File: config.mk
export PLATFORM = sky130hd
export DESIGN_NAME = uart_tx_arbiter
export DESIGN_NICKNAME = d
export VERILOG_FILES = /design/src/rtl/uart_arb_pkg.sv /design/src/rtl/rr_pick.sv /design/src/rtl/uart_tx_arbiter.sv
export SDC_FILE = /design/constraint.sdc
export NUM_CORES = 1
export LEC_CHECK = 0
export ABC_AREA = 1
export ABC_CLOCK_PERIOD_IN_PS = 1500
export CAP_MARGIN = 20
export CORE_UTILIZATION = 29
export DETAILED_ROUTE_END_ITERATION = 12
export SLEW_MARGIN = 20
export SYNTH_ARGS = -nofsm -noshare
export SYNTH_HDL_FRONTEND = slang
export SYNTH_SLANG_ARGS = --single-unit
File: constraint.sdc
create_clock -name clk -period 1.5 [get_ports clk]
set_input_delay 0.15 -clock clk [delete_from_list [all_inputs] [get_ports clk]]
set_output_delay 0.15 -clock clk [all_outputs]
set_load 0.02 [all_outputs]
File: src/rtl/uart_arb_pkg.sv
// Shared types and constants for the UART transmit arbiter and its round-robin picker.
package uart_arb_pkg;

   typedef enum logic [1:0] {
      ST_IDLE,
      ST_ACCEPT,
      ST_WAIT_HI,
      ST_WAIT_LO
   } arb_state_e;

   localparam logic [7:0] ASCII_LF = 8'h0A;

   // Pointer width for an n-way round robin; never zero so ports stay legal.
   function automatic int ptr_width(input int n);
      return (n > 1) ? $clog2(n) : 1;
   endfunction

endpackage

File: src/rtl/rr_pick.sv
// Combinational round-robin picker: one-hot grant of the first request at or above ptr, wrapping.
module rr_pick
   import uart_arb_pkg::*;
#(
   parameter int N  = 3,
   parameter int PW = ptr_width(N)
) (
   input  logic [N-1:0]  req,
   input  logic [PW-1:0] ptr,
   output logic [N-1:0]  gnt
);

   logic found;

   // Distance k from the pointer is tried in order; candidate i matches when ptr+k lands on it mod N.
   always_comb begin
      gnt   = '0;
      found = 1'b0;
      for (int k = 0; k < N; k++) begin
         for (int i = 0; i < N; i++) begin
            if (!found && req[i] &&
                ((int'(ptr) + k == i) || (int'(ptr) + k == i + N))) begin
               gnt[i] = 1'b1;
               found  = 1'b1;
            end
         end
      end
   end

endmodule

File: src/rtl/uart_tx_arbiter.sv
// Message-level round-robin arbiter sharing one uart_tx between NUM_REQ byte streams.
// Define UART_ARB_TIMEOUT_EN to force-terminate messages that stall for MSG_TIMEOUT cycles.
module uart_tx_arbiter
   import uart_arb_pkg::*;
#(
   parameter int NUM_REQ     = 3,
   parameter int BUSY_GUARD  = 16,
   parameter int MSG_TIMEOUT = 12_000_000
) (
   input  logic                 clk,
   input  logic                 rst,
   input  logic [NUM_REQ*8-1:0] req_data,
   input  logic [NUM_REQ-1:0]   req_valid,
   input  logic [NUM_REQ-1:0]   req_last,
   output logic [NUM_REQ-1:0]   req_ready,
   output logic [NUM_REQ-1:0]   grant,
   output logic [7:0]           tx_data,
   output logic                 tx_data_valid,
   input  logic                 tx_busy,
   output logic                 err,
   output logic                 abort
);

   localparam int PW = ptr_width(NUM_REQ);
   localparam int GW = $clog2(BUSY_GUARD + 1);

   arb_state_e         state_q, state_d;
   logic [NUM_REQ-1:0] grant_q, grant_d, pick;
   logic [PW-1:0]      ptr_q, ptr_d, gnt_idx, ptr_after;
   logic [7:0]         tx_data_q, tx_data_d, sel_data;
   logic               tx_valid_q, tx_valid_d;
   logic               err_q, err_d;
   logic               last_q, last_d;
   logic [GW-1:0]      guard_q, guard_d;
   logic               sel_valid, sel_last;

`ifdef UART_ARB_TIMEOUT_EN
   localparam int TW = $clog2(MSG_TIMEOUT + 1);
   logic [TW-1:0] tout_q, tout_d;
   logic          abort_q, abort_d;
`else
   // MSG_TIMEOUT only matters when the timeout is built in; abort is constant low here.
   localparam logic ABORT_TIE = 1'b0 & (MSG_TIMEOUT > 0);
`endif

   rr_pick #(
      .N  (NUM_REQ),
      .PW (PW)
   ) u_rr_pick (
      .req (req_valid),
      .ptr (ptr_q),
      .gnt (pick)
   );

   for (genvar gi = 0; gi < NUM_REQ; gi++) begin : g_ready
      assign req_ready[gi] = (state_q == ST_ACCEPT) && grant_q[gi] && req_valid[gi];
   end

   // Steer the granted requester's byte, valid and last onto shared selection wires.
   always_comb begin
      sel_data  = 8'h00;
      sel_valid = 1'b0;
      sel_last  = 1'b0;
      gnt_idx   = '0;
      for (int i = 0; i < NUM_REQ; i++) begin
         if (grant_q[i]) begin
            sel_data  = req_data[8*i +: 8];
            sel_valid = req_valid[i];
            sel_last  = req_last[i];
            gnt_idx   = PW'(i);
         end
      end
   end

   assign ptr_after = (gnt_idx == PW'(NUM_REQ - 1)) ? '0 : gnt_idx + PW'(1);

   always_comb begin
      state_d    = state_q;
      grant_d    = grant_q;
      ptr_d      = ptr_q;
      tx_data_d  = tx_data_q;
      tx_valid_d = 1'b0;
      err_d      = err_q;
      last_d     = last_q;
      guard_d    = guard_q;
`ifdef UART_ARB_TIMEOUT_EN
      tout_d     = tout_q;
      abort_d    = 1'b0;
`endif
      case (state_q)
         ST_IDLE: begin
            if (|req_valid) begin
               grant_d = pick;
               state_d = ST_ACCEPT;
            end
         end
         ST_ACCEPT: begin
            if (sel_valid) begin
               tx_data_d  = sel_data;
               tx_valid_d = 1'b1;
               last_d     = sel_last;
               guard_d    = '0;
               state_d    = ST_WAIT_HI;
`ifdef UART_ARB_TIMEOUT_EN
               tout_d     = '0;
            end else if (tout_q == TW'(MSG_TIMEOUT - 1)) begin
               // Close the stalled line ourselves so the receiver sees a terminated message.
               tx_data_d  = ASCII_LF;
               tx_valid_d = 1'b1;
               last_d     = 1'b1;
               guard_d    = '0;
               tout_d     = '0;
               abort_d    = 1'b1;
               state_d    = ST_WAIT_HI;
            end else begin
               tout_d     = tout_q + TW'(1);
`endif
            end
         end
         ST_WAIT_HI: begin
            if (tx_busy) begin
               state_d = ST_WAIT_LO;
            end else if (guard_q == GW'(BUSY_GUARD - 1)) begin
               err_d   = 1'b1;
               state_d = ST_WAIT_LO;
            end else begin
               guard_d = guard_q + GW'(1);
            end
         end
         ST_WAIT_LO: begin
            if (!tx_busy) begin
               if (last_q) begin
                  grant_d = '0;
                  ptr_d   = ptr_after;
                  state_d = ST_IDLE;
               end else begin
                  state_d = ST_ACCEPT;
               end
            end
         end
         default: state_d = ST_IDLE;
      endcase
   end

   always_ff @(posedge clk) begin
      if (rst) begin
         state_q    <= ST_IDLE;
         grant_q    <= '0;
         ptr_q      <= '0;
         tx_data_q  <= 8'h00;
         tx_valid_q <= 1'b0;
         err_q      <= 1'b0;
         last_q     <= 1'b0;
         guard_q    <= '0;
`ifdef UART_ARB_TIMEOUT_EN
         tout_q     <= '0;
         abort_q    <= 1'b0;
`endif
      end else begin
         state_q    <= state_d;
         grant_q    <= grant_d;
         ptr_q      <= ptr_d;
         tx_data_q  <= tx_data_d;
         tx_valid_q <= tx_valid_d;
         err_q      <= err_d;
         last_q     <= last_d;
         guard_q    <= guard_d;
`ifdef UART_ARB_TIMEOUT_EN
         tout_q     <= tout_d;
         abort_q    <= abort_d;
`endif
      end
   end

   assign grant         = grant_q;
   assign tx_data       = tx_data_q;
   assign tx_data_valid = tx_valid_q;
   assign err           = err_q;
`ifdef UART_ARB_TIMEOUT_EN
   assign abort         = abort_q;
`else
   assign abort         = ABORT_TIE;
`endif

endmodule

**Word-level counts from Yosys, hierarchy flattened**

Cells that the tools add are included.

- Bits in registers: 23
- Bits in latches: 0
- Memory bits (writable): 0
- ROM bits: 0
- Memories: 0

- Add/subtract/negate cells: 4
- Multiply operators: 0
- Div/mod/pow operators: 0
- $lt $le $gt $ge: 0
- Eq/ne operators: 25
- Shift operators: 0
- Multiplexer cells: 44
- Bitwise operators: 2
- Reduce and logical (&&, ||, !) cells: 52

Operator list:

| operator | count |
|---|---|
| equality test 32 x 3 -> 1 bit (second input constant) | 4 |
| equality test 32 x 4 -> 1 bit (second input constant) | 4 |
| logical NOT 32 bit | 3 |
| equality test 32 x 2 -> 1 bit (second input constant) | 2 |
| two-way mux 1 bit | 25 |
| two-way mux 8 bit | 3 |
| logical AND 1 bit | 23 |
| two-way mux 5 bit | 3 |
| two-way mux 2 bit | 7 |
| != test 2 bit (second input constant) | 6 |
| AND reduction 4 bit | 3 |
| equality test 2 bit (second input constant) | 5 |
| one-hot mux 5 bit (2 select lines) | 1 |
| two-way mux 3 bit | 3 |
| logical NOT 1 bit | 8 |
| one-hot mux 2 bit (4 select lines) | 1 |
| logical OR 1 bit | 7 |
| one-hot mux 3 bit (2 select lines) | 1 |
| AND reduction 3 bit | 2 |
| adder 5 x 1 -> 5 bit (second input constant) | 1 |
| equality test 5 x 4 -> 1 bit (second input constant) | 1 |
| equality test 2 x 1 -> 1 bit (second input constant) | 2 |
| nonzero test 2 bit | 2 |
| adder 2 x 1 -> 3 bit (second input constant) | 1 |
| other kinds (8) | 9 |

**Longest topological paths before layout**

- Depth in word-level cells: 38
- Depth in mapped cells: 12
- Mapped depth without buffers: 12

**Hierarchy**

Synthesis repeated with hierarchy kept, for this count alone.

- Cell total of the unflattened synthesis: 248
- Area total of the unflattened synthesis: 1,549.0 sq um

Modules (own cells, without submodules):

| module | times used | cells each | area an instance (sq um) | seq. area each (sq um) |
|---|---|---|---|---|
| uart_tx_arbiter | 1 | 211 | 1,362.6 | 460.4 |
| rr_pick | 1 | 37 | 186.4 | 0.0 |

**Least setup slack after synthesis**

Ideal clock, no wire load.

- Path kind: register to register
- From: register guard_q[0]
- To: register state_q[0]
- Setup time: 0.070 ns
- Data arrival time: 1.424 ns
- Path slack: 0.006 ns
- Cell stages (with the launch flop): 10
- Path buffers: 0
- Clock period less this slack: 1.494 ns
- Path through: dfxtp_1 ha_1 nand2_1 nor2_1 ha_1 nand3b_1 and3_1 nand2_1 nand2_1 a21oi_1

- Longest elaborated chain between the ends: 3

RTL lines:

| what | RTL line | source |
|---|---|---|
| from (decl) | uart_tx_arbiter.sv:34 | `logic [GW-1:0] guard_q, guard_d;` |
| from (signal assigned) | uart_tx_arbiter.sv:167 | `guard_q <= guard_d;` |
| equality test 5 x 4 -> 1 bit | uart_tx_arbiter.sv:123 | `end else if (guard_q == GW'(BUSY_GUARD - 1)) begin` |
| != test 3 bit (no source line) | n/a |  |
| AND reduction 4 bit (no source line) | n/a |  |
| to (signal assigned) | uart_tx_arbiter.sv:160 | `state_q <= state_d;` |
| to (decl) | uart_tx_arbiter.sv:27 | `arb_state_e state_q, state_d;` |

No other way between the ends.
A chain may end at the register's enable or synchronous reset.

**Worst setup path after layout**

- From: register guard_q[1]
- To: register state_q[0]

The elaborated chain is that of the path after synthesis.

==> flow_metrics.py <==
metrics = {
    "status": {
        "status": "finished, violations left",
        "failed_checks": "setup timing",
    },
    "layout": {
        "utilization": 0.482,
        "drive_gt1_frac": 0.278,
        "antenna_cells": 0,
        "nets": 326,
        "syn_to_final_growth_pct": 56.6,
        "nFillCells": 498,
    },
    "grt": {
        "grt_use_met1": 0.214,
        "met2_usage": 0.253,
        "grt.met3_usage": 0.0370,
        "grt_pass1_vias": 1519,
        "antenna_found_initial": 0,
        "track_usage": 0.158,
        "busiest_layer": "met2",
        "overflow": 0,
        "grt_pass1_wl_um": 6680,
        "grt_start_max_net_pins": 20,
    },
    "placement": {
        "hpwl_um": 3120,
        "io_buffers": 48,
        "gp_congestion": 0.911,
    },
    "sta": {
        "fin_ws_ns": -0.0187,
        "slew_violations": 0,
        "finalSetupViolCount": 2,
        "skew_ns": 0.00337,
        "fin_tns_setup_ns": -0.0231,
        "period_needed_ns": 1.52,
        "finalHoldViolCount": 0,
        "fmax_mhz": 658,
        "rsz0062_at_grt": "yes",
        "finalCritPeriodShare": 1.01,
    },
    "worst_setup_path": {
        "startpoint_type": "flop",
        "crit_required_ns": 1.70,
        "crit_type": "flop to flop",
        "r2r-end": "state_q[0]",
        "cp-startpoint": "guard_q[1]",
        "critical_path.max_fanout": 3,
        "reg2reg_slack_ns": -0.02,
        "crit_end": "state_q[0]",
        "cp.arrival_ns": 1.71,
        "timing.rr.start": "guard_q[1]",
        "critPathCaptureType": "flop",
        "reg2regPathDepth": 9,
    },
    "logic_synthesis": {
        "synth_area_per_cell_um2": 7.00,
        "ys_warn_count": 0,
        "syn-num-nets": 254,
        "yosys.area.top_type_share": 0.309,
        "synth_area_mm2": 0.00149,
        "synth.distinct_cells": 32,
        "synthCells": 213,
        "synth_seq_area_share": 0.309,
        "yosys-top-cells-area": "dfxtp_1, nand2_1, a21oi_1",
        "yosys.area.top_type": "dfxtp_1",
        "synth_seq_cells": 23,
    },
    "clocking": {
        "clock_path_buffers": 2,
        "cts_tree": "done",
        "clock_latency_ns": 0.26,
        "htreeDepth": 1,
        "root_buffer": "clkbuf_8",
        "numClockSinks": 23,
        "clk_pin_slew_ns": 0.09,
        "numCtsBuffers": 3,
    },
    "power_and_ir_drop": {
        "pwr-share-seq": 0.319,
        "leakage_uw": 0.000927,
        "pwr-share-comb": 0.521,
        "irDropWorstVdd_v": 0.000442,
        "sw_frac_of_total": 0.393,
        "clkPwrFrac": 0.160,
        "p_sw_uw": 946,
        "p_int_uw": 1460,
        "powerDensity_mw_per_mm2": 1030,
    },
    "worst_hold_path": {
        "min_path_type": "flop to flop",
    },
    "route": {
        "dr.pass1.iters": 4,
        "drt-total-wl_um": 3910,
        "via_count": 1629,
        "routedWlPerCell_um": 11.1,
        "drc": 0,
        "via_per_inst": 4.64,
        "drt_iter0_markers": 61,
        "drtAntennaViolNets": 0,
    },
    "die": {
        "io_pins": 50,
        "initial_core_util": 0.308,
        "core_mm2": 0.00485,
        "die_y_um": 73.7,
        "die_w_um": 73.7,
        "row_count": 25,
        "die_area_mm2": 0.00543,
    },
    "job": {
        "drv_cap": 0,
    },
}
-- flip-flops by register name, indices dropped and copies added, names as in the netlist --
name           count
ptr_q              2
tx_data            8
last_q             1
tx_data_valid      1
guard_q            5
state_q            2
grant              3
err                1
-- final cells by class --
cell class	instances	area, µm²	area share
clock buffers	3	41.3	0.0177
clock inverters	1	5.00	0.00214
inverters	27	104	0.0445
multi-input cells	156	977	0.418
flip-flops and latches	23	467	0.200
well taps	67	83.8	0.0359
repair buffers	74	658	0.282
-- per-stage QoR --
step	hold slack, ns	instances	setup WS, ns	total power [µW]	cell area [µm²]
2_1_floorplan	0.212	213	0.00634	1510	1490
3_3_place_gp	0.444	345	-0.0958	1970	2190
3_5_place_dp	0.451	345	-0.117	1980	2190
4_1_cts	0.464	349	-0.0244	2400	2290
5_1_grt	0.491	351	-0.127	2610	2340
6_report	0.457	351	-0.0187	2410	2340
-- synth_stat cells (all sizes together) --
master / count
a31oi: 1
o21ai: 15
nor2: 26
inv: 27
buf: 5
a21oi: 24
nand4: 4
a221oi: 9
ha: 8
and3: 1
conb: 1
nand3: 13
nand3b: 2
nor3b: 1
clkbuf: 2
o211ai: 2
dfxtp: 23
o2111ai: 2
nand2: 47
-- power groups by stage --
| stage | clock network (µW) | logic, µW | registers (µW) |
|---|---|---|---|
| after floorplan | 0 | 672 | 836 |
| after global placement | 0 | 1200 | 776 |
| after detailed placement | 0 | 1200 | 779 |
| after CTS | 398 | 1230 | 769 |
| after global routing | 439 | 1390 | 784 |
| final | 385 | 1250 | 769 |
-- worst max-delay path, cell delays in order, from the launching register on --
cell and delay (ns):
dfxtp_2 0.34, ha_4 0.16, nand2_2 0.07, nor2_2 0.04, ha_2 0.16, nand3b_1 0.21, and3_4 0.23, nand2_2 0.07
nand2_1 0.05, a21oi_1 0.12
-- kinds of logic (layout without fill, tap and decap cells) --
| group | after synthesis | in the layout | synth area share |
|---|---|---|---|
| AOI/OAI and AO/OA | 53 | 53 | 0.237 |
| adders and majority gates | 8 | 8 | 0.0671 |
| buffers and inverters | 34 | 105 | 0.0998 |
| DFF | 23 | 23 | 0.309 |
| other | 1 | 1 | 0.00251 |
| and+or+nand+nor | 94 | 94 | 0.285 |
-- metal layers --
layer / wire [µm] / part of all wire / up-vias
met4: 27 / 0.0069 / 0
met1: 1900 / 0.49 / 720
met5: 0 / 0 / -
met3: 277 / 0.071 / 2
li1: - / - / 858
met2: 1700 / 0.43 / 49
-- how the worst min path moves through the flow --
stage | to | startpoint | depth (start not counted)
3_5_place_dp | err | err | 2
2_1_floorplan | grant[1] | rst | 1
6_report | err | err | 2
3_3_place_gp | err | err | 2
4_1_cts | err | err | 2
5_1_grt | err | err | 2
-- layout by cell type, fill, tap and decap left out, drive strengths merged --
| cell type | Yosys | routed |
|---|---|---|
| a21oi | 24 | 24 |
| a221oi | 9 | 9 |
| a31oi | 1 | 1 |
| and3 | 1 | 1 |
| buf | 5 | 26 |
| clkbuf | 2 | 6 |
| clkdlybuf4s50 | 0 | 43 |
| clkinv | 0 | 1 |
| conb | 1 | 1 |
| dfxtp | 23 | 23 |
| dlygate4sd2 | 0 | 2 |
| ha | 8 | 8 |
| inv | 27 | 27 |
| nand2 | 47 | 47 |
| nand3 | 13 | 13 |
| nand3b | 2 | 2 |
| nand4 | 4 | 4 |
| nor2 | 26 | 26 |
| nor3b | 1 | 1 |
| o2111ai | 2 | 2 |
| o211ai | 2 | 2 |
| o21ai | 15 | 15 |
-- timing repair --
action                                  in CTS  in global routing
endpoints found under the setup margin      15                 15
buffers inserted                             0                  2
resized for setup                           22                 18
pin swaps                                    5                 10
hold buffers                                 0                  0
Power figures use the tool's default switching activity.
